## config.mk

```make
export PLATFORM = sky130hd
export DESIGN_NAME = vc_flit_queue_flat
export DESIGN_NICKNAME = d
export VERILOG_FILES = /design/src/rtl/vc_flit_queue_if.sv /design/src/rtl/vc_flit_queue.sv /design/src/flat_wrapper.sv
export SDC_FILE = /design/constraint.sdc
export NUM_CORES = 1
export LEC_CHECK = 0
export CAP_MARGIN = 20
export CELL_PAD_IN_SITES_DETAIL_PLACEMENT = 1
export CELL_PAD_IN_SITES_GLOBAL_PLACEMENT = 1
export CORE_UTILIZATION = 58
export CTS_CLUSTER_DIAMETER = 40
export DETAILED_ROUTE_END_ITERATION = 7
export GPL_TIMING_DRIVEN = 0
export PLACE_DENSITY = 0.84
export SLEW_MARGIN = 20
export SYNTH_ARGS = -nofsm -noshare
export SYNTH_HDL_FRONTEND = slang
export SYNTH_SLANG_ARGS = --single-unit
```

## constraint.sdc

```tcl
create_clock -name clk -period 8.7 [get_ports clk]
set_clock_uncertainty 0.2 [all_clocks]
set_input_delay 0.87 -clock clk [delete_from_list [all_inputs] [get_ports clk]]
set_output_delay 0.87 -clock clk [all_outputs]
set_load 0.02 [all_outputs]
```

## src/rtl/vc_flit_queue_if.sv

```systemverilog
// Push/pop handshake and per-VC status bundle for the multi-VC flit queue.
// The slave side is the queue itself; the master side is the router/arbiter.
interface vc_flit_queue_if #(
  parameter int FLIT_WIDTH = 64,
  parameter int NUM_VC     = 4,
  parameter int DEPTH      = 4
);
  localparam int VC_W  = (NUM_VC > 1) ? $clog2(NUM_VC) : 1;
  localparam int CNT_W = $clog2(DEPTH + 1);

  logic [FLIT_WIDTH-1:0]   pushed_flit;
  logic [VC_W-1:0]         pushed_vc;
  logic                    pushed_flit_valid;
  logic                    pushed_flit_ready;
  logic [VC_W-1:0]         poped_vc;
  logic                    poped_flit_ready;
  logic                    poped_flit_valid;
  logic [FLIT_WIDTH-1:0]   poped_flit;
  logic [NUM_VC*CNT_W-1:0] vc_count;
  logic [NUM_VC-1:0]       vc_empty;
  logic [NUM_VC-1:0]       vc_full;
  logic [NUM_VC-1:0]       vc_almost_full;

  modport master (
    output pushed_flit, pushed_vc, pushed_flit_valid, poped_vc, poped_flit_ready,
    input  pushed_flit_ready, poped_flit_valid, poped_flit,
    input  vc_count, vc_empty, vc_full, vc_almost_full
  );

  modport slave (
    input  pushed_flit, pushed_vc, pushed_flit_valid, poped_vc, poped_flit_ready,
    output pushed_flit_ready, poped_flit_valid, poped_flit,
    output vc_count, vc_empty, vc_full, vc_almost_full
  );
endinterface

```

## src/rtl/vc_flit_queue.sv

```systemverilog
// NUM_VC independent circular flit FIFOs sharing one push port and one pop port,
// each steered by a VC index; per-VC status comes straight from registered counts.
module vc_flit_queue #(
  parameter int FLIT_WIDTH = 64,
  parameter int NUM_VC     = 4,
  parameter int DEPTH      = 4,
  parameter int AF_LEVEL   = 3
) (
  input logic            clk,
  input logic            rst,
  vc_flit_queue_if.slave q
);
  localparam int VC_W  = (NUM_VC > 1) ? $clog2(NUM_VC) : 1;
  localparam int CNT_W = $clog2(DEPTH + 1);
  localparam int PTR_W = $clog2(DEPTH);

  logic [FLIT_WIDTH-1:0] mem_q [NUM_VC][DEPTH];
  logic [PTR_W-1:0]      wr_ptr_q [NUM_VC];
  logic [PTR_W-1:0]      wr_ptr_d [NUM_VC];
  logic [PTR_W-1:0]      rd_ptr_q [NUM_VC];
  logic [PTR_W-1:0]      rd_ptr_d [NUM_VC];
  logic [CNT_W-1:0]      cnt_q    [NUM_VC];
  logic [CNT_W-1:0]      cnt_d    [NUM_VC];
  logic [NUM_VC-1:0]     push_hit;
  logic [NUM_VC-1:0]     pop_hit;
  logic                  push_ready;
  logic                  pop_valid;
  logic [FLIT_WIDTH-1:0] pop_data;
  logic                  push_fire;
  logic                  pop_fire;

  // An index that matches no VC leaves push not ready and pop not valid.
  always_comb begin
    push_ready = 1'b0;
    pop_valid  = 1'b0;
    pop_data   = '0;
    for (int v = 0; v < NUM_VC; v++) begin
      if (q.pushed_vc == VC_W'(v))
        push_ready = !rst && (cnt_q[v] != CNT_W'(DEPTH));
      if (q.poped_vc == VC_W'(v)) begin
        pop_valid = (cnt_q[v] != '0);
        if (cnt_q[v] != '0)
          pop_data = mem_q[v][rd_ptr_q[v]];
      end
    end
  end

  assign push_fire = q.pushed_flit_valid && push_ready;
  assign pop_fire  = q.poped_flit_ready && pop_valid;

  always_comb begin
    wr_ptr_d = wr_ptr_q;
    rd_ptr_d = rd_ptr_q;
    cnt_d    = cnt_q;
    push_hit = '0;
    pop_hit  = '0;
    for (int v = 0; v < NUM_VC; v++) begin
      push_hit[v] = push_fire && (q.pushed_vc == VC_W'(v));
      pop_hit[v]  = pop_fire && (q.poped_vc == VC_W'(v));
      if (push_hit[v])
        wr_ptr_d[v] = (wr_ptr_q[v] == PTR_W'(DEPTH - 1)) ? '0 : wr_ptr_q[v] + PTR_W'(1);
      if (pop_hit[v])
        rd_ptr_d[v] = (rd_ptr_q[v] == PTR_W'(DEPTH - 1)) ? '0 : rd_ptr_q[v] + PTR_W'(1);
      case ({push_hit[v], pop_hit[v]})
        2'b10:   cnt_d[v] = cnt_q[v] + CNT_W'(1);
        2'b01:   cnt_d[v] = cnt_q[v] - CNT_W'(1);
        default: cnt_d[v] = cnt_q[v];
      endcase
    end
  end

  always_ff @(posedge clk or posedge rst) begin
    if (rst) begin
      for (int v = 0; v < NUM_VC; v++) begin
        wr_ptr_q[v] <= '0;
        rd_ptr_q[v] <= '0;
        cnt_q[v]    <= '0;
      end
    end else begin
      wr_ptr_q <= wr_ptr_d;
      rd_ptr_q <= rd_ptr_d;
      cnt_q    <= cnt_d;
    end
  end

  // Storage is deliberately left unreset; counts alone define what is valid.
  always_ff @(posedge clk) begin
    for (int v = 0; v < NUM_VC; v++) begin
      if (push_hit[v])
        mem_q[v][wr_ptr_q[v]] <= q.pushed_flit;
    end
  end

  always_comb begin
    q.vc_count       = '0;
    q.vc_empty       = '0;
    q.vc_full        = '0;
    q.vc_almost_full = '0;
    for (int v = 0; v < NUM_VC; v++) begin
      q.vc_count[v*CNT_W +: CNT_W] = cnt_q[v];
      q.vc_empty[v]                = (cnt_q[v] == '0);
      q.vc_full[v]                 = (cnt_q[v] == CNT_W'(DEPTH));
      q.vc_almost_full[v]          = (cnt_q[v] >= CNT_W'(AF_LEVEL));
    end
  end

  assign q.pushed_flit_ready = push_ready;
  assign q.poped_flit_valid  = pop_valid;
  assign q.poped_flit        = pop_data;

  for (genvar g = 0; g < NUM_VC; g++) begin : g_chk
    a_cnt_max: assert property (@(posedge clk) disable iff (rst)
      cnt_q[g] <= CNT_W'(DEPTH));
    a_cnt_ptr: assert property (@(posedge clk) disable iff (rst)
      (cnt_q[g] == CNT_W'((int'(wr_ptr_q[g]) - int'(rd_ptr_q[g]) + DEPTH) % DEPTH)) ||
      ((cnt_q[g] == CNT_W'(DEPTH)) && (wr_ptr_q[g] == rd_ptr_q[g])));
    a_no_ovf: assert property (@(posedge clk) disable iff (rst)
      !(push_hit[g] && (cnt_q[g] == CNT_W'(DEPTH))));
    a_no_unf: assert property (@(posedge clk) disable iff (rst)
      !(pop_hit[g] && (cnt_q[g] == '0)));
  end
endmodule

```

## src/flat_wrapper.sv

```systemverilog
// flat-port wrapper written by rule: the top's interface ports become plain ports
module vc_flit_queue_flat 
#(
  parameter int FLIT_WIDTH = 64,
  parameter int NUM_VC     = 4,
  parameter int DEPTH      = 4,
  parameter int AF_LEVEL   = 3
)
  (clk, rst, q_pushed_flit, q_pushed_vc, q_pushed_flit_valid, q_poped_vc, q_poped_flit_ready, q_pushed_flit_ready, q_poped_flit_valid, q_poped_flit, q_vc_count, q_vc_empty, q_vc_full, q_vc_almost_full);
  vc_flit_queue_if #(.FLIT_WIDTH(FLIT_WIDTH), .NUM_VC(NUM_VC), .DEPTH(DEPTH)) q_i ();
  input logic clk;
  input logic rst;
  input wire logic [$bits(q_i.pushed_flit)-1:0] q_pushed_flit;
  input wire logic [$bits(q_i.pushed_vc)-1:0] q_pushed_vc;
  input wire logic [$bits(q_i.pushed_flit_valid)-1:0] q_pushed_flit_valid;
  input wire logic [$bits(q_i.poped_vc)-1:0] q_poped_vc;
  input wire logic [$bits(q_i.poped_flit_ready)-1:0] q_poped_flit_ready;
  output wire logic [$bits(q_i.pushed_flit_ready)-1:0] q_pushed_flit_ready;
  output wire logic [$bits(q_i.poped_flit_valid)-1:0] q_poped_flit_valid;
  output wire logic [$bits(q_i.poped_flit)-1:0] q_poped_flit;
  output wire logic [$bits(q_i.vc_count)-1:0] q_vc_count;
  output wire logic [$bits(q_i.vc_empty)-1:0] q_vc_empty;
  output wire logic [$bits(q_i.vc_full)-1:0] q_vc_full;
  output wire logic [$bits(q_i.vc_almost_full)-1:0] q_vc_almost_full;
  assign q_i.pushed_flit = q_pushed_flit;
  assign q_i.pushed_vc = q_pushed_vc;
  assign q_i.pushed_flit_valid = q_pushed_flit_valid;
  assign q_i.poped_vc = q_poped_vc;
  assign q_i.poped_flit_ready = q_poped_flit_ready;
  assign q_pushed_flit_ready = q_i.pushed_flit_ready;
  assign q_poped_flit_valid = q_i.poped_flit_valid;
  assign q_poped_flit = q_i.poped_flit;
  assign q_vc_count = q_i.vc_count;
  assign q_vc_empty = q_i.vc_empty;
  assign q_vc_full = q_i.vc_full;
  assign q_vc_almost_full = q_i.vc_almost_full;
  vc_flit_queue #(.FLIT_WIDTH(FLIT_WIDTH), .NUM_VC(NUM_VC), .DEPTH(DEPTH), .AF_LEVEL(AF_LEVEL)) u_core (.clk(clk), .rst(rst), .q(q_i));
endmodule
```

# Word-level counts from Yosys, hierarchy flattened
# Memories as Yosys holds them, arrays and structs flattened.
# Index checks and enable logic that the tools add are counted.
dict set report word_totals {
  regBits 28
  latch_bits 0
  ramBits 1024
  romBits 0
  in_bits 72
  out_inout_bits 90
  mem_count 1
}
# memory depth width rd rd_clocked_by_memory_dff write_ports line_no
set mem_list {}
lappend mem_list {u_core.mem_q 4 256 4 0 1 vc_flit_queue.sv:17} ;# logic [FLIT_WIDTH-1:0] mem_q [NUM_VC][DEPTH];
dict set report classes {
  n_addsub 16
  mul 0
  div_mod_pow 0
  n_lt_le_gt_ge 16
  eq_ne 30
  n_shift 0
  muxes 65
  n_bitwise 8
  n_reduce_logical 36
}
# operator n
set ops {}
lappend ops {{$mux W256} 10}
lappend ops {{$mux W64} 20}
lappend ops {{$reduce_or A256 Y1} 3}
lappend ops {{$bmux W64 S2} 4}
lappend ops {{$demux W64 S2} 4}
lappend ops {{$eq A2 B2 Y1 const B} 16}
lappend ops {{$ge A3 B3 Y1 const B} 8}
lappend ops {{$not A2 Y3} 8}
lappend ops {{$pmux W3 S2} 4}
lappend ops {{$mux W2} 11}
lappend ops {{$logic_and A1 B1 Y1} 18}
lappend ops {{$add A2 B1 Y2 const B} 8}
lappend ops {{$add A3 B1 Y3 const B} 4}
lappend ops {{$eq A2 B1 Y1 const B} 6}
lappend ops {{$eq A3 B3 Y1 const B} 4}
lappend ops {{$ge A3 B2 Y1 const B} 4}
lappend ops {{$logic_not A3 Y1} 4}
lappend ops {{$lt A3 B1 Y1 const B} 4}
lappend ops {{$mux W1} 12}
lappend ops {{$ne A3 B3 Y1 const B} 4}
lappend ops {{$reduce_bool A3 Y1} 4}
lappend ops {{$sub A3 B1 Y3 const B} 4}
lappend ops {{$reduce_bool A2 Y1} 4}
lappend ops {{$logic_not A2 Y1} 2}
lappend ops {{$logic_not A1 Y1} 1}

# Logic depth before layout (Yosys ltp)
# Gate-level depths: netlist (run 1).
dict set report depth {
  ltp_word 14
  mapped_depth 10
  ltp_nobuf 9
}

# Least setup slack after synthesis (run 1)
# No wires, ideal clock.
dict set report synth_path {
  path_kind {input port to flip-flop}
  startpoint {in q_pushed_vc[0]}
  endpoint {mem u_core.mem_q[2][100] (netlist name), enable pin}
  setup_ns 0.429
  arrival_ns 3.169
  required_time_ns 8.071
  slack_ns 4.902
  path_stages 3
  cell_sequence {or3b_1 nor3b_2 and2_1}
}
dict set report synth_between {
  elab_chain_len 13
  elab_cells_between_ends 30
  cone_classes {eq/ne: 3; mux: 18; reduce/logical: 9}
}
# element line_no
set synth_lines {}
lappend synth_lines {{start, declared} flat_wrapper.sv:14} ;# input wire logic [$bits(q_i.pushed_vc)-1:0] q_pushed_vc;
lappend synth_lines {{$logic_not A2 Y1} {vc_flit_queue.sv:38, vc_flit_queue.sv:58}}
lappend synth_lines {{$mux W1 (4 in series)} vc_flit_queue.sv:38} ;# if (q.pushed_vc == VC_W'(v))
lappend synth_lines {{$logic_and A1 B1 Y1} vc_flit_queue.sv:48} ;# assign push_fire = q.pushed_flit_valid && push_ready;
lappend synth_lines {{$logic_and A1 B1 Y1} vc_flit_queue.sv:58} ;# push_hit[v] = push_fire && (q.pushed_vc == VC_W'(v));
lappend synth_lines {{$mux W1} vc_flit_queue.sv:89} ;# if (push_hit[v])
lappend synth_lines {{$mux W256 (implied by the code)} vc_flit_queue.sv:90} ;# mem_q[v][wr_ptr_q[v]] <= q.pushed_flit;
lappend synth_lines {{$reduce_or A256 Y1 (no line)} --}
lappend synth_lines {{$mux W2 (no line) / $mux W256 (equally long branches) (3 in series)} --}
lappend synth_lines {{end, declared} vc_flit_queue.sv:17}
# Several ways; a longest one is shown, not always the timed one.

# Worst setup path in the final report (run 1)
dict set report layout_path {
  startpoint {reg u_core.cnt_q (netlist bit u_core.q.vc_count[9])}
  endpoint {out q_poped_flit[62]}
}
dict set report layout_between {
  elab_chain_len 3
}
# element line_no
set layout_lines {}
lappend layout_lines {{start, declared} vc_flit_queue.sv:22} ;# logic [CNT_W-1:0] cnt_q [NUM_VC];
lappend layout_lines {{start signal, assigned} vc_flit_queue.sv:82} ;# cnt_q <= cnt_d;
lappend layout_lines {{$reduce_bool A3 Y1} vc_flit_queue.sv:42} ;# if (cnt_q[v] != '0)
lappend layout_lines {{$mux W64} vc_flit_queue.sv:42}
lappend layout_lines {{$mux W64} vc_flit_queue.sv:40} ;# if (q.poped_vc == VC_W'(v)) begin
lappend layout_lines {{end, declared} flat_wrapper.sv:20} ;# output wire logic [$bits(q_i.poped_flit)-1:0] q_poped_flit;
# Every way passes these cells.

==> metrics.md, run 1 <==
| Metric | Value |
|---|---|
| #FFs+latches synth | around 1.1k |
| Crit share post-route | 0.630 |
| Synth warnings | 0 |
| Avg Synthesized Cell Area | approximately 23 um2 |
| Final wirelength | about 120000 um |
| Largest net degree at the start of global routing | 40 |
| WP data arrival | approximately 4400 ps |
| I/O Buffers | 159 |
| Die width | ~270 um |
| Clock power share | 0.353 |
| Die extent in y | 267 um |
| Syn Nets | 1902 |
| CP Data Required Time | about 7600 ps |
| Initial Utilization | 0.589 |
| Least-Margin Pin Slew | between 1000 and 1500 ps |
| Peak VDD IR | 0.244 mV |
| Rel. slew slack | 0.238 |
| CTS tree | built |
| PwrDens | 327 nW/um2 |
| Final Power | 15.8 mW |
| Reg clk slew, reported paths | 60 ps |
| Clk sink count | 1052 |
| CP max-delay cell | o311ai_2 |
| Initial DRC Count | roughly 3.2k |
| Post-synthesis sequential area ratio | 0.774 |
| Worst Path Max Fanout | 10 |
| Worst-skew pair later-pin latency | 740 ps |
| Via count | 22.6k |
| Commonest non-fill, non-tap cell in the layout | edfxtp_1 |
| H-tree depth | 4 |
| Int Power | approximately 11 mW |
| GR peak layer | met2 |
| Met1 Track Usage GR | 0.457 |
| CP endpoint kind | output port |
| Clk buf depth | 3 |
| Rows | 96 |
| Filler cell count | 5274 |
| P&R area growth vs syn | 18.8% |
| Residual DRC | 0 |
| Hold buffer count at CTS | 0 |
| First-pass GRT wire length | 175000 um |
| Core Box Area | 68900 um2 |
| Post-DP HPWL | approximately 65000 um |
| Outcome | finished clean |
| Min-delay worst type | flop to flop |
| Global Route Usage Sum | 0.358 |
| Met2 usage | 0.586 |
| Delay-heaviest family, CP | compound AO/OA/AOI/OAI gates |
| Logic pwr share | 0.270 |
| RSZ-0062 raised after global routing | false |
| CP max stage delay | 930 ps |
| F_max | ~180 MHz |
| CP startpoint kind | flop |
| Drt first pass iters | 5 |
| Yosys cell types | 41 |
| CP Buf/Inv Count | 3 |
| DIE AREA | 71100 um2 |
| Max Transition Viols Final | 0 |
| Most frequent cells in the layout | edfxtp_1 (1024), mux4_2 (257), clkdlybuf4s50_1 (159), clkbuf_16 (139), nand3_1 (105) |
| Share of cells above drive strength 1 | 0.262 |
| RePlAce Congestion | 0.760 |
| Final setup fails | 0 |
| Layout Nets | ~2.2k |
| Max_cap viols | 0 |
| Syn Std Cell Area | ~41000 um2 |
| Crit path kind | flop to output port |
| Vias/cell | 7.16 |
| Leakage power | 15.4 nW |
| PostCTS Resize Cnt | 0 |
| Cell chain of the critical path | buf_6, o311ai_2, clkbuf_1, o32ai_1, a31oi_1, clkdlybuf4s50_1 |
| Cells after synthesis | ~1.8k |
| Setup TNS | 0 ps |
| Reg power frac | 0.377 |
| Met3 usage | 0.0914 |
| CTS Buf Count | 135 |
| Number of routed nets with antenna violations | 0 |
| Total grt overflow | 0 |
| Switching share of total power | 0.311 |
| Post-layout min period | 5480 ps |
| Setup bufs post-CTS | 0 |
| Vias in the first global route | about 24k |
| Wirelength per Cell | 39.1 um |
| # IOs | 162 |
| P_sw | 4.91 mW |
| Initial antenna violation count | 4 |
| Root buffer cell | clkbuf_16 |
| Final-report hold violation count | 0 |
-- state kept, by name, indices dropped and copies added (netlist names) --
name and cells:
u_core.q.vc_count 12, u_core.rd_ptr_q 8, u_core.mem_q 1024, u_core.wr_ptr_q 8
-- stage by stage --
step | cell area (um2) | hold WS, ps | utilization | instances | worst slack (ps)
final | 48300 | 349 | 0.700 | 3159 | 3220
after global routing | 48300 | 374 | 0.700 | 3157 | 3080
after CTS | 48300 | 343 | 0.700 | 3156 | 3320
after detailed placement | 43800 | 331 | 0.636 | 2910 | 4000
after global placement | 43400 | 322 | 0.629 | 2892 | 2450
after floorplan | 40600 | 312 | - | 1802 | 4900
-- Yosys cell counts (all sizes together) --
cell type,number,share of area
nor2b,2,0.00031
mux2,16,0.0044
nand3b,1,0.00018
o32ai,52,0.011
nand2,1,0.000092
mux2i,4,0.00099
a21o,4,0.00074
nor3,2,0.00037
fa,4,0.0020
xor2,8,0.0017
and3,2,0.00031
buf,62,0.011
o311a,1,0.00025
and2,18,0.0028
nor2,14,0.0014
nand2b,1,0.00015
nand3,105,0.013
xnor2,4,0.00086
or3b,1,0.00022
clkbuf,47,0.0043
inv,31,0.0029
a32o,12,0.0030
mux4,258,0.14
ha,24,0.0074
edfxtp,1024,0.76
a21oi,1,0.00022
dfrtp,28,0.017
a31oi,52,0.0080
nor3b,6,0.0012
a221o,12,0.0030
o311ai,1,0.00040
or3,4,0.00062
-- layout make-up --
cell class,count,area [um2],share of cell area
repair buffers,177,2010,0.0417
inverters,31,116,0.00241
well taps,931,1160,0.0241
clock buffers,152,3530,0.0731
clock inverters,94,892,0.0185
plain buffers,109,608,0.0126
multi-input cells,610,8490,0.176
flip-flops and latches,1052,31500,0.652
diodes,3,7.51,0.000156
-- kinds of logic (layout without fill, tap and decap cells) --
group,after synthesis,count (layout),synth area share
buffers and inverters,140,563,0.0178
DFF,1052,1052,0.774
xor gates and xnor gates,12,12,0.00259
muxes,278,278,0.149
other,0,3,0
and+or+nand+nor,157,157,0.0205
adders and majority gates,28,28,0.00937
AOI/OAI and AO/OA,135,135,0.0267
-- routing by layer --
metal | up-vias | share of wire
met1 | 11800 | 0.35
li1 | 8379 | -
met4 | 4 | 0.044
met3 | 395 | 0.11
met5 | - | 0.00015
met2 | 2012 | 0.50
-- power by group through the flow --
stage / Clock [mW] / Sequential [mW] / Combinational [mW]
2_1_floorplan: 0 / 6.00 / 2.51
3_3_place_gp: 0 / 6.01 / 3.85
3_5_place_dp: 0 / 6.02 / 4.06
4_1_cts: 5.58 / 5.94 / 4.24
5_1_grt: 5.73 / 5.95 / 4.42
6_report: 5.57 / 5.94 / 4.27
-- path summary, 6_finish.rpt --
path                                                        from                          endpoint  slack [ps]  cells past startpoint
worst max register to register  u_core.q.vc_count[2]$_DFFE_PP0P_      u_core.mem_q[0][5]$_DFFE_PP_        5490                      4
worst min-delay path            u_core.q.vc_count[5]$_DFFE_PP0P_  u_core.q.vc_count[5]$_DFFE_PP0P_         350                      1
worst max-delay path            u_core.q.vc_count[9]$_DFFE_PP0P_                  q_poped_flit[62]        3220                      6
worst min register to register  u_core.q.vc_count[5]$_DFFE_PP0P_  u_core.q.vc_count[5]$_DFFE_PP0P_         350                      1
max in group asynchronous                                    rst  u_core.q.vc_count[0]$_DFFE_PP0P_        7300                      2
min in group asynchronous                                    rst    u_core.wr_ptr_q[3]$_DFFE_PP0P_         470                      2
No activity file was read; power rests on OpenSTA's default activity.
==> run 2, diff against run 1 <==
--- a/config.mk
+++ b/config.mk
@@ -8,11 +8,11 @@
 export CAP_MARGIN = 20
 export CELL_PAD_IN_SITES_DETAIL_PLACEMENT = 1
 export CELL_PAD_IN_SITES_GLOBAL_PLACEMENT = 1
-export CORE_UTILIZATION = 58
+export CORE_UTILIZATION = 54
 export CTS_CLUSTER_DIAMETER = 40
 export DETAILED_ROUTE_END_ITERATION = 7
 export GPL_TIMING_DRIVEN = 0
-export PLACE_DENSITY = 0.84
+export PLACE_DENSITY = 0.79
 export SLEW_MARGIN = 20
 export SYNTH_ARGS = -nofsm -noshare
 export SYNTH_HDL_FRONTEND = slang
==> constraint.sdc (replaced) <==
create_clock -name clk -period 5.6 [get_ports clk]
set_clock_uncertainty 0.2 [all_clocks]
set_input_delay 0.56 -clock clk [delete_from_list [all_inputs] [get_ports clk]]
set_output_delay 0.56 -clock clk [all_outputs]
set_load 0.02 [all_outputs]
==> run 2 against run 1 <==
Setup slack got worse by 2700 ps; die area grew 7.4%; critical path type unchanged; sequential power increased by 55%; clock power grew 50%; critical endpoint is now q_poped_flit[53]; first-iteration DRC count is 23% lower; hold slack got worse by 180 ps; sequential share of layout area about the same; combinational power rose by 49%; largest cell class unchanged; largest power group unchanged; critical path depth is the same; flip-flop and latch count did not move; design area hardly changed; total power increased by 52%.
==> metrics.md, run 2 (synthesis gave the netlist of run 1 again) <==
| Metric | Value |
|---|---|
| DR top layer | met5 |
| Cell Area, Placed | 43900 um2 |
| Delay-heaviest family, CP | buffers and inverters |
| Setup bufs post-CTS | 0 |
| Filler cell count | 5835 |
| # IOs | 162 |
| Crit path kind | flop to output port |
| Reg power frac | 0.385 |
| I/O Buffers | approximately 160 |
| Worst slack at placement | 1410 ps |
| CP endpoint | q_poped_flit[53] |
| CP startpoint kind | flop |
| Max_cap viols | 0 |
| Crit share post-route | 0.909 |
| CP Buf/Inv Count | 3 |
| CTS Buf Count | 134 |
| Post-Layout Inst Area | slightly below 50000 um2 |
| Most frequent cells in the layout | edfxtp_1 (1024), mux4_2 (257), clkdlybuf4s50_1 (159), clkbuf_16 (138), nand3_1 (105) |
| Least-Margin Pin Slew | roughly 1200 ps |
| Commonest non-fill, non-tap cell in the layout | edfxtp_1 |
| Via count | 21.2k |
| Final-report hold violation count | 0 |
| Critical R2R Launch | u_core.q.vc_count[2]$_DFFE_PP0P_ |
| PwrDens | 496 nW/um2 |
| Number of routed nets with antenna violations | 0 |
| Final setup fails | 0 |
| Initial DRC Count | 2436 |
| First-pass GRT wire length | 159000 um |
| Total grt overflow | 0 |
| Worst reg2reg path endpoint | u_core.q.vc_count[2]$_DFFE_PP0P_ |
| Final worst setup slack | 507 ps |
| Worst Path Max Fanout | 10 |
| RSZ-0062 raised after global routing | false |
| Post-layout min period | 5090 ps |
| Int Power | between 15 and 20 mW |
| Worst-skew pair later-pin latency | 720 ps |
| Outcome | finished clean |
| Logic pwr share | 0.265 |
| Peak VDD IR | 0.359 mV |
| P&R area growth vs syn | 18.8% |
| Rel. slew slack | 0.211 |
| Initial antenna violation count | 8 |
| DIE AREA | around 76000 um2 |
| WP data arrival | about 4300 ps |
| Wirelength per Cell | 34.6 um |
| Vias in the first global route | 23.1k |
| Die extent in y | 276 um |
| CP startpoint | u_core.q.vc_count[9]$_DFFE_PP0P_ |
| P_sw | about 7 mW |
| Layout Nets | between 2k and 2.5k |
| CP Data Required Time | about 4800 ps |
| Drt first pass iters | 6 |
| Detail Route met2 WL | 55600 um |
| CTS tree | built |
| RePlAce Congestion | 0.741 |
| Global Route Usage Sum | 0.294 |
| Rows | 100 |
| Residual DRC | 0 |
| Crit path depth | 6 |
| CP max stage delay | 850 ps |
| Post-Route M1 WL | 41600 um |
| Final core occ | 0.648 |
| Share of cells above drive strength 1 | 0.261 |
| Met3 WL | 9870 um |
| Clk buf depth | 3 |
| Clk sink count | between 1k and 1.5k |
| H-tree depth | 4 |
| Core Box Area | 74400 um2 |
| Leakage power | between 15 and 20 nW |
| Largest net degree at the start of global routing | 36 |
| FF-to-FF path depth | 9 |
| Final wirelength | approximately 110000 um |
| Cell chain of the critical path | buf_6, o311ai_2, clkbuf_1, o32ai_1, a31oi_1, clkdlybuf4s50_1 |
| Max FFs per register | 1024 |
| CP max-delay cell | o311ai_2 |
| Hold buffer count at CTS | 0 |
| Max Transition Viols Final | 0 |
| Initial Utilization | 0.546 |
| F_max | 196 MHz |
| Min-delay worst type | input port to async pin |
| Reg clk slew, reported paths | around 60 ps |
| Root buffer cell | clkbuf_16 |
| CP endpoint kind | output port |
| Final Power | 24.0 mW |
| Vias/cell | 6.64 |
| Setup TNS | 0 ps |
| PostCTS Resize Cnt | 0 |
| Switching share of total power | 0.301 |
| Post-DP HPWL | 62400 um |
| R2R Setup Slk | 2180 ps |
| Clock power share | 0.350 |
| Die width | between 200 and 300 um |
[run 2: cell types whose count changed in the layout (fill, tap and decap cells not counted), sizes merged]
cell,delta
diode,+2
clkinv,-1
bufinv,-2
inv,-1
clkbuf,+2
buf,-2
clkinvlp,-2
[run 2: worst min path at each step]
stage                                        to                             start
2_1_floorplan    u_core.wr_ptr_q[3]$_DFFE_PP0P_    u_core.wr_ptr_q[3]$_DFFE_PP0P_
5_1_grt        u_core.q.vc_count[6]$_DFFE_PP0P_                               rst
3_5_place_dp   u_core.q.vc_count[5]$_DFFE_PP0P_  u_core.q.vc_count[5]$_DFFE_PP0P_
3_3_place_gp     u_core.wr_ptr_q[3]$_DFFE_PP0P_    u_core.wr_ptr_q[3]$_DFFE_PP0P_
6_report       u_core.q.vc_count[8]$_DFFE_PP0P_                               rst
4_1_cts        u_core.q.vc_count[8]$_DFFE_PP0P_                               rst
[run 2: metal layers]
metal  global-route usage  vias up
met2                0.489     1303
met3               0.0662      254
met1                0.385    11300
met4                0.106        8
met5                    0        -
li1                     -     8381
[run 2: area by class of cell]
cell class                 instances  area, um2  share of cell area
buffer                           109        608              0.0126
antenna                            5       12.5            0.000259
clock buffer                     154       3510              0.0728
inverter                          31        116             0.00241
clock inverter                    88        820              0.0170
tap                              969       1210              0.0251
timing repair buffer             175       2030              0.0421
multi-input combinational        610       8490               0.176
sequential                      1052      31500               0.652
[run 2: metrics by stage]
| stage | cells | hold slack, ps |
|---|---|---|
| after floorplan | 1802 | 312 |
| after global placement | 2930 | 322 |
| after detailed placement | 2946 | 347 |
| after CTS | 3188 | 139 |
| after global routing | 3190 | 180 |
| final | 3193 | 173 |
[run 2: power groups by stage]
stage / logic [mW] / registers (mW) / clock network, mW
finish: 6.36 / 9.22 / 8.38
global route: 6.66 / 9.24 / 8.70
CTS: 6.38 / 9.21 / 8.45
detailed placement: 6.27 / 9.36 / 0
global placement: 6.04 / 9.34 / 0
floorplan: 3.91 / 9.33 / 0
==> RTL edit (settings of run 2) <==
`FLIT_WIDTH` is set to 64 in 3 places; all go to 72.
--- a/src/rtl/vc_flit_queue_if.sv
+++ b/src/rtl/vc_flit_queue_if.sv
@@ -1,7 +1,7 @@
 // Push/pop handshake and per-VC status bundle for the multi-VC flit queue.
 // The slave side is the queue itself; the master side is the router/arbiter.
 interface vc_flit_queue_if #(
-  parameter int FLIT_WIDTH = 64,
+  parameter int FLIT_WIDTH = 72,
   parameter int NUM_VC     = 4,
   parameter int DEPTH      = 4
 );
--- a/src/rtl/vc_flit_queue.sv
+++ b/src/rtl/vc_flit_queue.sv
@@ -1,7 +1,7 @@
 // NUM_VC independent circular flit FIFOs sharing one push port and one pop port,
 // each steered by a VC index; per-VC status comes straight from registered counts.
 module vc_flit_queue #(
-  parameter int FLIT_WIDTH = 64,
+  parameter int FLIT_WIDTH = 72,
   parameter int NUM_VC     = 4,
   parameter int DEPTH      = 4,
   parameter int AF_LEVEL   = 3
--- a/src/flat_wrapper.sv
+++ b/src/flat_wrapper.sv
@@ -1,7 +1,7 @@
 // flat-port wrapper written by rule: the top's interface ports become plain ports
 module vc_flit_queue_flat 
 #(
-  parameter int FLIT_WIDTH = 64,
+  parameter int FLIT_WIDTH = 72,
   parameter int NUM_VC     = 4,
   parameter int DEPTH      = 4,
   parameter int AF_LEVEL   = 3
Interface: changed (resized q_poped_flit and q_pushed_flit); port bits go from 162 to 178. No check against the original RTL was run, so the function may have changed too.
==> RTL edit against run 2 <==
- core utilization rose by 0.091 points
- wire length rose by 16%
- area after synthesis rose by 12%
- setup slack got worse by 0.19 ns
- final area rose by 12%
- total power rose by 13%
- die area rose by 12%
- highest routed layer unchanged
- sequential cell count rose by 128
- largest cell class unchanged
- fmax fell by 3.6%
- clock power rose by 14%
- combinational power rose by 13%
- critical path type unchanged
==> RTL edit: results <==
group,metric,value,unit
place,gp_congestion,0.746,
cells_and_area,fill_cells,6632,
routing,route.vias.total,23700,
synth,ys_types,43,
critical_path,critical_path.slowest_cell,"clkbuf_1",
global_routing,grt_start_max_net_pins,40,
critical_path,rr_worst_depth,4,
cells_and_area,final_nets,2458,
place,hpwl,71800,um
synth,syn_inst,1996,
status,status,"complete, no violations",
clocking,clock_latency,0.74,ns
cells_and_area,ff_latch_area,35300,sq um
cells_and_area,layout-drive-gt1-share,26.9,%
routing,dr.pass1.iters,5,
routing,wirelength,128000,um
critical_path,critPathCapture,"q_poped_flit[8]",
critical_path,r2r_start,"u_core.q.vc_count[11]",
power,p_leak,17.3,nW
clocking,cts_buffers,146,
place,dp.cells,3282,
place,place_area,49300,sq um
critical_path,setup.worst_path.start,"u_core.q.vc_count[0]",
critical_path,r2r-end,"u_core.mem_q[3][48]",
global_routing,grt_usage,30.4,%
critical_path,r2r_setup_slack,2.69,ns
synth,ys_top_cells_by_count,"edfxtp_1 (1152), mux4_2 (287), nand3_1 (111)",
-- RTL edit: layout make-up --
| type | instances | area share [%] |
|---|---|---|
| Multi-Input combinational cell | 664 | 17.4 |
| Sequential cell | 1180 | 65.1 |
| Clock buffer | 162 | 6.97 |
| Tap cell | 1080 | 2.49 |
| Clock inverter | 100 | 2.13 |
| Inverter | 31 | 0.215 |
| Antenna cell | 7 | 0.0323 |
| Timing Repair Buffer | 206 | 4.43 |
| Buffer | 121 | 1.29 |
-- RTL edit: how the worst min path moves through the flow --
stage | cells after the start | to | start | slack (ns)
2_1_floorplan | 1 | u_core.wr_ptr_q[1] | u_core.wr_ptr_q[1] | 0.31
3_3_place_gp | 1 | u_core.wr_ptr_q[1] | u_core.wr_ptr_q[1] | 0.32
3_5_place_dp | 1 | u_core.q.vc_count[5] | u_core.q.vc_count[5] | 0.35
4_1_cts | 2 | u_core.q.vc_count[6] | rst | 0.34
5_1_grt | 2 | u_core.q.vc_count[5] | rst | 0.17
6_report | 2 | u_core.q.vc_count[5] | rst | 0.13
-- RTL edit: critical path: cells and delay by family, from the launching register on --
family	cells	cell delay [ns]
compound gates	1	0.53
flops	1	0.50
buf+inv	3	2.31
simple gates	2	0.43
-- RTL edit: logic make-up (layout without fill, tap and decap cells) --
group / Yosys count / in the layout / share of synthesized area, %
adder cells (fa/ha/maj): 28 / 28 / 0.836
AO/OA/AOI/OAI: 151 / 151 / 2.75
XOR/XNOR: 12 / 12 / 0.231
AND/OR/NAND/NOR: 163 / 163 / 1.93
other: 0 / 7 / 0
flip-flops: 1180 / 1180 / 77.6
multiplexers: 310 / 310 / 14.9
buffers and inverters: 152 / 620 / 1.79
-- RTL edit: layer usage --
layer,share of wire [%],up-vias,global-route usage (%)
met5,0.078,-,0
met4,4.4,14,14.2
met3,8.5,351,7.47
met2,52,1477,51.7
met1,35,12600,36.9
li1,-,9329,-
-- RTL edit: power groups by stage --
| stage | clock network [mW] | registers, mW | logic, mW |
|---|---|---|---|
| global placement | 0 | 10.4 | 6.74 |
| global route | 9.92 | 10.3 | 7.51 |
| floorplan | 0 | 10.4 | 4.38 |
| detailed placement | 0 | 10.4 | 7.03 |
| finish | 9.54 | 10.3 | 7.20 |
| CTS | 9.64 | 10.3 | 7.23 |
-- RTL edit: metrics by stage --
step / hold WS [ns] / TNS (ns) / setup slack, ns
after CTS: 0.337 / 0 / 0.332
after floorplan: 0.312 / 0 / 1.92
final: 0.126 / 0 / 0.317
after global placement: 0.321 / -671.30 / -0.810
after global routing: 0.173 / 0 / 0.119
after detailed placement: 0.348 / 0 / 0.578
